### src/rtl/mem_stage.sv
// MEM pipeline stage: runs load/store accesses over a req/ack data bus, aligns
// load data, flags misaligned accesses and drives the MEM/WB register.
module mem_stage #(
  parameter int EXP_W           = 4,
  parameter int EXP_LD_MISALIGN = 4,
  parameter int EXP_ST_MISALIGN = 6
) (
  input  logic             clk,
  input  logic             reset,
  input  logic             stall,
  input  logic             flush,
  input  logic             ex_en,
  input  logic [EXP_W-1:0] ex_exp_code,
  input  logic [31:0]      ex_pc,
  input  logic [3:0]       ex_mem_op,
  input  logic [31:0]      ex_mem_wr_data,
  input  logic [4:0]       ex_rd_addr,
  input  logic             ex_gpr_we_,
  input  logic [31:0]      ex_out,
  output logic             bus_req,
  output logic             bus_we,
  output logic [29:0]      bus_addr,
  output logic [3:0]       bus_be,
  output logic [31:0]      bus_wr_data,
  input  logic [31:0]      bus_rd_data,
  input  logic             bus_ack,
  output logic             busy,
  output logic             mem_en,
  output logic [EXP_W-1:0] mem_exp_code,
  output logic [31:0]      mem_pc,
  output logic [4:0]       mem_rd_addr,
  output logic             mem_gpr_we_,
  output logic [31:0]      mem_out,
  output logic [1:0]       state_dbg
);

  typedef enum logic [1:0] {
    S_IDLE = 2'd0,
    S_WAIT = 2'd1,
    S_DONE = 2'd2
  } state_t;

  localparam logic [3:0] OP_LB  = 4'd1;
  localparam logic [3:0] OP_LBU = 4'd2;
  localparam logic [3:0] OP_LH  = 4'd3;
  localparam logic [3:0] OP_LHU = 4'd4;
  localparam logic [3:0] OP_LW  = 4'd5;
  localparam logic [3:0] OP_SB  = 4'd6;
  localparam logic [3:0] OP_SH  = 4'd7;
  localparam logic [3:0] OP_SW  = 4'd8;

  localparam logic [EXP_W-1:0] LD_MIS = EXP_W'(EXP_LD_MISALIGN);
  localparam logic [EXP_W-1:0] ST_MIS = EXP_W'(EXP_ST_MISALIGN);

  state_t state_q, state_d;

  // Decode of the instruction currently in EX/MEM
  logic        is_load, is_store, aligned, ldst_ok, access, misalign, start;
  logic [3:0]  st_be;
  logic [31:0] st_data;

  // Access context captured when the bus transaction starts
  logic [3:0]  op_q;
  logic [1:0]  lo_q;
  logic [31:0] pc_q;
  logic [4:0]  rd_q;
  logic        gpr_we_q;
  logic [31:0] out_q;
  logic        abort_q;
  logic [31:0] buf_data;

  logic [7:0]  ld_byte;
  logic [15:0] ld_half;
  logic [31:0] ld_data;
  logic [31:0] acc_data;
  logic        acc_is_store;
  logic        aborted;

  always_comb begin
    is_load  = (ex_mem_op >= OP_LB) && (ex_mem_op <= OP_LW);
    is_store = (ex_mem_op >= OP_SB) && (ex_mem_op <= OP_SW);
    aligned  = 1'b1;
    case (ex_mem_op)
      OP_LH, OP_LHU, OP_SH: aligned = ~ex_out[0];
      OP_LW, OP_SW:         aligned = (ex_out[1:0] == 2'b00);
      default:              aligned = 1'b1;
    endcase
    ldst_ok  = ex_en && (ex_exp_code == '0) && (is_load || is_store);
    access   = ldst_ok && aligned;
    misalign = ldst_ok && !aligned;
    start    = (state_q == S_IDLE) && access && !stall && !flush;
  end

  always_comb begin
    st_be   = 4'b0000;
    st_data = 32'h0;
    case (ex_mem_op)
      OP_SB: begin
        st_be   = 4'b0001 << ex_out[1:0];
        st_data = {4{ex_mem_wr_data[7:0]}};
      end
      OP_SH: begin
        st_be   = ex_out[1] ? 4'b1100 : 4'b0011;
        st_data = {2{ex_mem_wr_data[15:0]}};
      end
      OP_SW: begin
        st_be   = 4'b1111;
        st_data = ex_mem_wr_data;
      end
      default: begin
        st_be   = 4'b1111;
        st_data = 32'h0;
      end
    endcase
    if (ex_mem_op == OP_LB || ex_mem_op == OP_LBU) st_be = 4'b0001 << ex_out[1:0];
    if (ex_mem_op == OP_LH || ex_mem_op == OP_LHU) st_be = ex_out[1] ? 4'b1100 : 4'b0011;
  end

  always_comb begin
    ld_byte = 8'h00;
    case (lo_q)
      2'd0: ld_byte = bus_rd_data[7:0];
      2'd1: ld_byte = bus_rd_data[15:8];
      2'd2: ld_byte = bus_rd_data[23:16];
      2'd3: ld_byte = bus_rd_data[31:24];
      default: ld_byte = 8'h00;
    endcase
    ld_half = lo_q[1] ? bus_rd_data[31:16] : bus_rd_data[15:0];
    case (op_q)
      OP_LB:   ld_data = {{24{ld_byte[7]}}, ld_byte};
      OP_LBU:  ld_data = {24'h0, ld_byte};
      OP_LH:   ld_data = {{16{ld_half[15]}}, ld_half};
      OP_LHU:  ld_data = {16'h0, ld_half};
      default: ld_data = bus_rd_data;
    endcase
    acc_is_store = (op_q >= OP_SB);
    acc_data     = acc_is_store ? out_q : ld_data;
    aborted      = abort_q || flush;
  end

  // Bus handshake: bus_req is high for every cycle in WAIT and the other bus_*
  // outputs stay frozen until the cycle where bus_ack=1 completes the transfer;
  // req is never withdrawn before ack, even when the access has been flushed.
  assign bus_req   = (state_q == S_WAIT);
  assign busy      = ((state_q == S_IDLE) && access && !flush) ||
                     ((state_q == S_WAIT) && !bus_ack);
  assign state_dbg = state_q;

  always_ff @(posedge clk) begin
    if (!reset) state_q <= S_IDLE;
    else        state_q <= state_d;
  end

  always_comb begin
    state_d = state_q;
    case (state_q)
      S_IDLE:  if (start) state_d = S_WAIT;
      S_WAIT:  if (bus_ack) state_d = stall ? S_DONE : S_IDLE;
      S_DONE:  if (!stall) state_d = S_IDLE;
      default: state_d = S_IDLE;
    endcase
  end

  always_ff @(posedge clk) begin
    if (!reset) begin
      bus_we      <= 1'b0;
      bus_addr    <= 30'h0;
      bus_be      <= 4'h0;
      bus_wr_data <= 32'h0;
      op_q        <= 4'h0;
      lo_q        <= 2'b00;
      pc_q        <= 32'h0;
      rd_q        <= 5'h0;
      gpr_we_q    <= 1'b1;
      out_q       <= 32'h0;
      abort_q     <= 1'b0;
      buf_data    <= 32'h0;
    end else begin
      case (state_q)
        S_IDLE: begin
          if (start) begin
            bus_we      <= is_store;
            bus_addr    <= ex_out[31:2];
            bus_be      <= st_be;
            bus_wr_data <= st_data;
            op_q        <= ex_mem_op;
            lo_q        <= ex_out[1:0];
            pc_q        <= ex_pc;
            rd_q        <= ex_rd_addr;
            gpr_we_q    <= ex_gpr_we_;
            out_q       <= ex_out;
            abort_q     <= 1'b0;
          end
        end
        S_WAIT: begin
          abort_q <= aborted;
          if (bus_ack) begin
            buf_data    <= acc_data;
            bus_we      <= 1'b0;
            bus_addr    <= 30'h0;
            bus_be      <= 4'h0;
            bus_wr_data <= 32'h0;
          end
        end
        S_DONE:  abort_q <= aborted;
        default: abort_q <= 1'b0;
      endcase
    end
  end

  // MEM/WB register; stall takes priority over flush
  always_ff @(posedge clk) begin
    if (!reset) begin
      mem_en       <= 1'b0;
      mem_exp_code <= '0;
      mem_pc       <= 32'h0;
      mem_rd_addr  <= 5'h0;
      mem_gpr_we_  <= 1'b1;
      mem_out      <= 32'h0;
    end else if (!stall) begin
      mem_en       <= 1'b0;
      mem_exp_code <= '0;
      mem_pc       <= 32'h0;
      mem_rd_addr  <= 5'h0;
      mem_gpr_we_  <= 1'b1;
      mem_out      <= 32'h0;
      case (state_q)
        S_IDLE: begin
          if (!flush && !access) begin
            mem_en       <= ex_en;
            mem_exp_code <= misalign ? (is_load ? LD_MIS : ST_MIS) : ex_exp_code;
            mem_pc       <= ex_pc;
            mem_rd_addr  <= ex_rd_addr;
            mem_gpr_we_  <= misalign ? 1'b1 : ex_gpr_we_;
            mem_out      <= ex_out;
          end
        end
        S_WAIT: begin
          if (bus_ack && !aborted) begin
            mem_en      <= 1'b1;
            mem_pc      <= pc_q;
            mem_rd_addr <= rd_q;
            mem_gpr_we_ <= acc_is_store ? 1'b1 : gpr_we_q;
            mem_out     <= acc_data;
          end
        end
        S_DONE: begin
          if (!aborted) begin
            mem_en      <= 1'b1;
            mem_pc      <= pc_q;
            mem_rd_addr <= rd_q;
            mem_gpr_we_ <= acc_is_store ? 1'b1 : gpr_we_q;
            mem_out     <= buf_data;
          end
        end
        default: mem_en <= 1'b0;
      endcase
    end
  end

endmodule

### config.mk
export PLATFORM = sky130hd
export DESIGN_NAME = mem_stage
export DESIGN_NICKNAME = d
export VERILOG_FILES = /design/src/rtl/mem_stage.sv
export SDC_FILE = /design/constraint.sdc
export NUM_CORES = 1
export LEC_CHECK = 0
export ABC_AREA = 1
export CELL_PAD_IN_SITES_DETAIL_PLACEMENT = 2
export CELL_PAD_IN_SITES_GLOBAL_PLACEMENT = 2
export CORE_MARGIN = 2
export CORE_UTILIZATION = 29
export CTS_CLUSTER_SIZE = 40
export DETAILED_ROUTE_END_ITERATION = 8
export GPL_TIMING_DRIVEN = 0
export PLACE_DENSITY = 0.88
export SETUP_SLACK_MARGIN = 0.15
export SKIP_CTS_REPAIR_TIMING = 1
export SYNTH_ARGS = -nofsm -noshare
export SYNTH_HDL_FRONTEND = slang
export SYNTH_SLANG_ARGS = --single-unit
### constraint.sdc
create_clock -name clk -period 3.4 [get_ports clk]
set_input_delay 0.68 -clock clk [delete_from_list [all_inputs] [get_ports clk]]
set_output_delay 0.68 -clock clk [all_outputs]
set_load 0.02 [all_outputs]
# ---- Word level (Yosys, flattened, before mapping)
# Cells that the tools add are included.
dict set report word_totals {
  inputBits 148
  out_inout_bits 146
  elab_cells 137
  register_bits 253
}
dict set report classes {
  mux 55
  shift 1
  n_lt_le_gt_ge 5
  bitwise 1
  reduce_logical 36
  eq_ne 20
}
# operator n
set op_table {}
lappend op_table {{$mux W32} 9}
lappend op_table {{$pmux W32 S3} 3}
lappend op_table {{$pmux W32 S4} 1}
lappend op_table {{$pmux W32 S2} 1}
lappend op_table {{$mux W30} 2}
lappend op_table {{$pmux W30 S2} 1}
lappend op_table {{$mux W4} 8}
lappend op_table {{$pmux W8 S4} 1}
lappend op_table {{$eq A4 B3 Y1 const B} 5}
lappend op_table {{$eq A4 B2 Y1 const B} 4}
lappend op_table {{$mux W16} 1}
lappend op_table {{$pmux W4 S2} 2}
lappend op_table {{$mux W5} 3}
lappend op_table {{$pmux W5 S3} 1}
lappend op_table {{$logic_and A1 B1 Y1} 13}
lappend op_table {{$mux W1} 11}
lappend op_table {{$mux W2} 5}
lappend op_table {{$eq A4 B1 Y1 const B} 2}
lappend op_table {{$ge A4 B3 Y1 const B} 2}
lappend op_table {{$eq A2 B2 Y1 const B} 3}
lappend op_table {{$logic_not A1 Y1} 6}
lappend op_table {{$logic_not A2 Y1} 3}
lappend op_table {{$pmux W1 S2} 3}
lappend op_table {{$pmux W1 S3} 2}
lappend op_table {{other kinds (17)} 26}

# ---- Longest topological paths before layout
# Gate-level depths: netlist of the first run.
dict set report depth {
  word_depth 10
  depth_mapped 14
  mapped_depth_nobuf 14
}

# ---- Worst setup path after synthesis of the first run
# OpenSTA, ideal clock, no wires.
dict set report synth_timing {
  kind {register -> output}
  from {register state_q[1] (netlist: state_dbg[1])}
  to {output busy}
  path_slack_ps 881
  required_ps 2720
  path_stages_with_launch 8
  n_path_buf 1
  t_arrival_ps 1839
  cell_sequence {dfxtp_1 -> inv_1 -> ha_1 -> inv_1 -> nor2_1 -> clkbuf_1 -> nand3_1 -> nand2_1}
}
dict set report synth_between {
  elab_chain_cells 4
  word_cells_on_any_way 6
  cone_classes {1 x eq/ne; 5 x reduce/logical}
}
# item line
set synth_rtl {}
lappend synth_rtl {{start, declared} 55} ;# state_t state_q, state_d;
lappend synth_rtl {{start signal, assigned} 151} ;# else state_q <= state_d;
lappend synth_rtl {{$logic_not A2 Y1} 145} ;# assign busy = ((state_q == S_IDLE) && access && !flush) ||
lappend synth_rtl {{$logic_and A1 B1 Y1 (2 in series)} 145}
lappend synth_rtl {{$logic_or A1 B1 Y1 (*)} 145}
lappend synth_rtl {{end, declared} 27} ;# output logic busy,
# Every way passes the cells marked *; elsewhere a longest branch is shown, timed or not.

# ---- Worst setup path after layout of the first run
dict set report layout_timing {
  from {register state_q[0] (netlist: state_dbg[0])}
  to {output busy}
}
# The elaborated chain is that of the path after synthesis.

==> results of run 1 <==
-- per-stage QoR --
step	area [µm²]	power, mW
3_3_place_gp	16550	4.538
6_report	17620	7.964
4_1_cts	17590	8.028
5_1_grt	17620	8.283
3_5_place_dp	16550	4.601
2_1_floorplan	12890	3.856
-- routing by layer --
| layer | global-route usage, % | vias up | routed length, µm |
|---|---|---|---|
| met4 | 7.616 | 6 | 1992 |
| met2 | 49.27 | 386 | 31930 |
| met3 | 5.110 | 113 | 3529 |
| met5 | 0 | - | 38 |
| li1 | - | 7224 | - |
| met1 | 34.69 | 7711 | 28390 |
-- sequential cells by signal (all words and copies together) (netlist names), 2 cells and up --
signal	count
mem_pc	32
buf_data	32
pc_q	32
mem_out	32
state_dbg	2
mem_rd_addr	5
bus_wr_data	32
op_q	4
mem_exp_code	4
bus_be	4
out_q	31
rd_q	5
bus_addr	30
-- power by group through the flow --
| stage | logic (mW) | registers, mW | clock network, mW |
|---|---|---|---|
| final | 1.45 | 3.11 | 3.40 |
| after CTS | 1.45 | 3.11 | 3.47 |
| after floorplan | 0.583 | 3.27 | 0 |
| after detailed placement | 1.43 | 3.17 | 0 |
| after global placement | 1.38 | 3.16 | 0 |
| after global routing | 1.58 | 3.12 | 3.59 |
-- final timing paths --
path | startpoint | cells past startpoint | to | slack (ns)
worst max-delay path | state_dbg[0]$_SDFFE_PN0P_ | 8 | busy | 0.23
worst min-delay path | bus_wr_data[5]$_SDFFE_PN0P_ | 2 | bus_wr_data[5]$_SDFFE_PN0P_ | 0.46
worst max register to register | state_dbg[0]$_SDFFE_PN0P_ | 9 | mem_out[25]$_SDFFE_PN0N_ | 0.50
worst min register to register | bus_wr_data[5]$_SDFFE_PN0P_ | 2 | bus_wr_data[5]$_SDFFE_PN0P_ | 0.46
-- worst register-to-register path, cell delays in order, from the launching register on --
cell and delay [ns]:
sky130_fd_sc_hd__dfxtp_1 0.44, sky130_fd_sc_hd__ha_1 0.31, sky130_fd_sc_hd__nand2_1 0.34, sky130_fd_sc_hd__nor2_2 0.47, sky130_fd_sc_hd__clkbuf_1 0.49, sky130_fd_sc_hd__clkbuf_2 0.36
sky130_fd_sc_hd__nand2_1 0.09, sky130_fd_sc_hd__nand3_1 0.09, sky130_fd_sc_hd__nand2_1 0.08, sky130_fd_sc_hd__a21oi_1 0.16
-- final cells by class --
cell class / count / area (µm²) / area share, %
sequential: 251 / 5025 / 28.51
tap: 592 / 740.7 / 4.203
timing repair buffer: 293 / 2930 / 16.63
clock buffer: 51 / 991.0 / 5.623
multi-input combinational: 1473 / 6533 / 37.07
buffer: 149 / 671.9 / 3.812
inverter: 179 / 676.9 / 3.841
antenna: 3 / 7.507 / 0.04260
clock inverter: 4 / 48.80 / 0.2769
-- logic make-up after synthesis --
family / count (synthesis) / synth area share [%]
flip-flops: 251 / 38.97
adder cells (fa/ha/maj): 4 / 0.3881
AO/OA/AOI/OAI: 348 / 13.75
AND/OR/NAND/NOR: 1121 / 36.44
buffers and inverters: 329 / 10.45
-- cell usage after synthesis, types with 5 or more instances --
cell,count,area share (%)
sky130_fd_sc_hd__a21oi_1,145,5.6
sky130_fd_sc_hd__a31oi_1,8,0.39
sky130_fd_sc_hd__buf_2,26,1.0
sky130_fd_sc_hd__buf_6,10,0.87
sky130_fd_sc_hd__clkbuf_1,110,3.2
sky130_fd_sc_hd__dfxtp_1,251,39
sky130_fd_sc_hd__inv_1,171,5.0
sky130_fd_sc_hd__nand2_1,620,18
sky130_fd_sc_hd__nand3_1,156,6.1
sky130_fd_sc_hd__nand3b_1,5,0.29
sky130_fd_sc_hd__nand4_1,75,3.6
sky130_fd_sc_hd__nor2_1,243,7.1
sky130_fd_sc_hd__o21ai_0,187,7.3
sky130_fd_sc_hd__or2_2,10,0.49
==> flow_summary_export.csv, run 1 <==
group,metric,value,unit
status,status,"finished clean",
power_and_ir_drop,internal_portion_of_total_power,5.630,mW
min_path,worst_hold_path_type,"reg -> reg",
finish,layout-drive-gt1-share,4.958,%
synth,yosysSeqAreaShare,38.97,%
detailed_routing,post-route-drc-count,0,
synth,yosys_register_bits,251,
clock_tree,clock_tree_from_tritoncts,"yes",
global_routing,grt_pass1_vias,16873,
critical_path,worst_setup_path_start_kind,"flop",
power_and_ir_drop,power.share.clock,42.7,%
critical_path,worst-path-buf-inv,4,
power_and_ir_drop,power.switching,2.335,mW
finish,post_route_core_utilization,40.03,%
placement,numPortBuffers,291,
synth,synth_area_per_cell,6.281,µm²
finish,instances_no_fill,2995,
detailed_routing,viasPerCell,5.155,
synth,synth.cell_area,0.01289,mm²
critical_path,worst_ep_required_time,2.72,ns
power_and_ir_drop,sw_frac_of_total,29.31,%
global_routing,grt_overflow_total,0,
global_routing,grt_max_degree,16,
floorplanning,top_level_ports,294,
sta,worst_pin_slew,1.201,ns
clock_tree,tritoncts_num_sinks,251,
finish,final.fill_count,5351,
detailed_routing,detailroute.via_count,15440,
sta,finalWorstSetupSlack,0.2346,ns
critical_path,worstPathArrival,2.49,ns
sta,setup_skew_after_layout,0.01313,ns
synth,syn_inst,2053,
synth,synth-edff-count,0,
clock_tree,cts.root.buffer_cell,"sky130_fd_sc_hd__clkbuf_16",
power_and_ir_drop,power_density,451.9,mW/mm²
placement,post-place-ws,-0.7134,ns
critical_path,criticalPathCategory,"reg -> out",
placement,dpl.hpwl,50580,µm
detailed_routing,first_iter_violations,821,
global_routing,grtUsageTotal,27.91,%
power_and_ir_drop,p_seq_share,39.0,%
critical_path,critPathMaxStageDelay,0.37,ns
synth,ys.flop_type,"sky130_fd_sc_hd__dfxtp_1",
detailed_routing,post_drt_wl_per_cell,22.00,µm
critical_path,timing.critical_path.fanout_max,10,
sta,slew_headroom,19.92,%
clock_tree,clkLatencyLatePin,0.59,ns
finish,layout.cells.most_common,"sky130_fd_sc_hd__nand2_1",
global_routing,antenna_found_initial,7,
synth,synth.distinct_cells,32,
critical_path,cp_top_family,"buffers and inverters",
placement,dp_cells,2936,
clock_tree,h-tree-depth,1,
detailed_routing,detail-route-antenna-nets,0,
finish,layout_common_cells,"sky130_fd_sc_hd__nand2_1 (620), sky130_fd_sc_hd__clkdlybuf4s50_1 (287), sky130_fd_sc_hd__dfxtp_1 (251), sky130_fd_sc_hd__nor2_1 (241), sky130_fd_sc_hd__o21ai_0 (187)",
sta,fin_tns_setup,0,ns
detailed_routing,drt-total-wl,65890,µm
sta,timing.final.crit_share,93.10,%
placement,gpl.final_weighted_congestion,0.9066,
critical_path,cp_cell_sequence,"inv_1 -> ha_1 -> inv_1 -> nor2_4 -> clkbuf_2 -> nand3_1 -> nand2_1 -> clkbuf_2",
clock_tree,clock_tree.buffer_depth,3,
sta,fmax,315.9,MHz
floorplanning,coreArea,0.04403,mm²
sta,timing.hold.ws,0.4638,ns
finish,areaGrowthSynthToFinish,36.68,%
floorplanning,die-width,214.9,µm
global_routing,grt_first_pass_wirelength,101500,µm
sta,final_period_minus_worst_setup_slack,3.165,ns
sta,report.final.setup_viol,0,
synth,yosys_warnings,0,
synth,postSynthNetCount,2205,
sta,unrepaired_setup_endpoints_after_global_routing,"true",
sta,final-max-slew-violation-count,0,
floorplanning,rows,77,
critical_path,cp-end-kind,"output port",
run,count_of_maximum_capacitance_violations,0,
finish,net_count_final,2530,
sta,timing_hold_violations_final,0,
power_and_ir_drop,p_leak,7.508,nW
critical_path,slowest_cell_on_the_critical_path,"sky130_fd_sc_hd__dfxtp_1",
clock_tree,clk_pin_slew,0.06,ns
synth,async_flop_share,0,%
floorplanning,floorplan.initialDensity,29.29,%
clock_tree,tritoncts.num_buffers,31,
power_and_ir_drop,ir_worst_vdd,0.0003801,V
floorplanning,area_enclosed_by_the_die_boundary,0.04617,mm²
power_and_ir_drop,power_frac_comb,18.2,%
floorplanning,die_h,214.9,µm
detailed_routing,firstDrtPassIters,5,
(Power assumes the default switching activity.)
==> run 2: changes to the inputs <==
- CORE_MARGIN: 2 -> 1.5
- TNS_END_PERCENT: default -> 100
==> flow_summary_export.csv, run 2 (synthesis gave the netlist of run 1 again) <==
group,metric,value,unit
global_routing,antenna_found_initial,4,
critical_path,timing.rr.end,"mem_out[24]$_SDFFE_PN0N_",
floorplanning,area_enclosed_by_the_die_boundary,0.04574,mm²
finish,areaGrowthSynthToFinish,37.10,%
sta,final-max-slew-violation-count,0,
detailed_routing,drt-total-wl,65150,µm
floorplanning,die_h,213.9,µm
critical_path,criticalPathCategory,"in -> out",
clock_tree,tritoncts_num_sinks,251,
placement,gpl.final_weighted_congestion,0.9238,
detailed_routing,post-route-drc-count,0,
clock_tree,h-tree-depth,1,
critical_path,r2r-start,"state_dbg[0]$_SDFFE_PN0P_",
clock_tree,clk_pin_slew,0.06,ns
finish,layout.cells.most_common,"sky130_fd_sc_hd__nand2_1",
finish,layout_common_cells,"sky130_fd_sc_hd__nand2_1 (620), sky130_fd_sc_hd__clkdlybuf4s50_1 (287), sky130_fd_sc_hd__dfxtp_1 (251), sky130_fd_sc_hd__nor2_1 (241), sky130_fd_sc_hd__o21ai_0 (187)",
min_path,worst_hold_path_type,"reg -> reg",
detailed_routing,firstDrtPassIters,5,
sta,setup_skew_after_layout,0.02656,ns
critical_path,ff2ff_setup_slack,0.39,ns
placement,numPortBuffers,291,
sta,fmax,322.2,MHz
sta,report.final.setup_viol,0,
global_routing,grt_max_degree,17,
critical_path,cp-end-kind,"output port",
critical_path,worst_ep_required_time,2.72,ns
floorplanning,die-width,213.9,µm
floorplanning,top_level_ports,294,
critical_path,worst_r2r_path_depth,9,
sta,timing.final.crit_share,91.29,%
clock_tree,tritoncts.num_buffers,30,
clock_tree,cts.root.buffer_cell,"sky130_fd_sc_hd__clkbuf_16",
critical_path,timing.critical_path.fanout_max,10,
placement,standard_cell_area_after_detailed_placement,0.01655,mm²
sta,fin_tns_setup,0,ns
sta,timing_hold_violations_final,0,
finish,layout-drive-gt1-share,4.960,%
sta,slew_headroom,20.44,%
global_routing,grt_overflow_total,0,
critical_path,worst_setup_path_start_kind,"primary input",
sta,final_period_minus_worst_setup_slack,3.104,ns
power_and_ir_drop,power_density,463.0,mW/mm²
floorplanning,rows,77,
detailed_routing,detailroute.via_count,15387,
power_and_ir_drop,p_leak,7.518,nW
clock_tree,clkLatencyLatePin,0.61,ns
detailed_routing,viasPerCell,5.143,
power_and_ir_drop,ir_worst_vdd,0.0003864,V
min_path,worst_hold_path.endpoint,"rd_q[4]$_SDFFE_PN0P_",
placement,dp_cells,2936,
global_routing,grt_first_pass_wirelength,99040,µm
min_path,min_path_cells,2,
run,count_of_maximum_capacitance_violations,0,
placement,dpl.hpwl,49840,µm
clock_tree,clock_tree.buffer_depth,3,
finish,final_area,0.01768,mm²
clock_tree,clock_tree_from_tritoncts,"yes",
finish,instances_no_fill,2992,
global_routing,grtUsageTotal,28.29,%
detailed_routing,detail-route-antenna-nets,0,
detailed_routing,post_drt_wl_per_cell,21.77,µm
detailed_routing,first_iter_violations,851,
floorplanning,coreArea,0.04403,mm²
global_routing,grt_pass1_vias,16762,
critical_path,worstPathArrival,2.42,ns
sta,unrepaired_setup_endpoints_after_global_routing,"false",
min_path,hold_path.startpoint,"rd_q[4]$_SDFFE_PN0P_",
status,status,"finished clean",
finish,net_count_final,2528,
sta,worst_pin_slew,1.193,ns
floorplanning,floorplan.initialDensity,29.29,%
run 2: cell count changes in the layout (fill, tap and decap cells not counted), sizes merged:
cell,change
inv,-1
clkinvlp,+2
diode,-2
bufinv,+4
clkbuf,-8
clkinv,+2
run 2: power breakdown:
| group | total (mW) | internal [mW] | leakage (nW) | switching, mW |
|---|---|---|---|---|
| sequential | 3.11 | 3.04 | 2.03 | 0.0635 |
| combinational | 1.45 | 0.550 | 4.95 | 0.898 |
| clock | 3.63 | 2.20 | 0.534 | 1.43 |
| total | 8.19 | 5.79 | 7.52 | 2.40 |
run 2: final cells by class:
| cell class | count | area [µm²] |
|---|---|---|
| fillers | 5276 | 26350 |
| multi-input cells | 1473 | 6535 |
| flip-flops and latches | 251 | 5025 |
| repair buffers | 293 | 2930 |
| clock buffers | 44 | 893.4 |
| well taps | 592 | 740.7 |
| inverters | 179 | 676.9 |
| plain buffers | 148 | 665.6 |
| clock inverters | 11 | 210.2 |
| diodes | 1 | 2.502 |
run 2: stage by stage:
stage | worst slack [ns] | power, mW | hold WS (ns) | util (%)
6_report | 0.2963 | 8.185 | 0.4612 | 40.15
5_1_grt | 0.1545 | 8.502 | 0.4830 | 40.15
4_1_cts | -1.198 | 8.243 | 0.4608 | 40.09
3_5_place_dp | -0.7696 | 4.595 | 0.4502 | 37.59
3_3_place_gp | -0.7230 | 4.539 | 0.4430 | 37.59
2_1_floorplan | 0.8813 | 3.856 | 0.4245 | -
run 2: routing by layer:
layer	wire length [µm]	part of all wire, %	track usage, %
met2	31770	49	49.83
met1	28260	43	35.70
met5	34	0.052	0
met3	3560	5.5	4.657
met4	1517	2.3	7.261
run 2: how the worst max path moves through the flow:
stage                         startpoint  slack, ns  cells after the start    to
2_1_floorplan  state_dbg[1]$_SDFFE_PN0P_       0.88                      7  busy
3_3_place_gp                       flush      -0.72                      6  busy
3_5_place_dp                       flush      -0.77                      6  busy
4_1_cts        state_dbg[0]$_SDFFE_PN0P_      -1.20                      8  busy
5_1_grt                     ex_mem_op[1]       0.15                     10  busy
6_report                    ex_mem_op[1]       0.30                     10  busy
run 2: worst max-delay path, cell delays in order:
cell	delay, ns
sky130_fd_sc_hd__clkdlybuf4s50_1	0.53
sky130_fd_sc_hd__nor2_1	0.18
sky130_fd_sc_hd__nand2_1	0.11
sky130_fd_sc_hd__buf_6	0.16
sky130_fd_sc_hd__nand2_1	0.08
sky130_fd_sc_hd__nor2_1	0.07
sky130_fd_sc_hd__nor2_4	0.19
sky130_fd_sc_hd__nand3_1	0.13
sky130_fd_sc_hd__nand2_1	0.08
sky130_fd_sc_hd__clkbuf_2	0.20
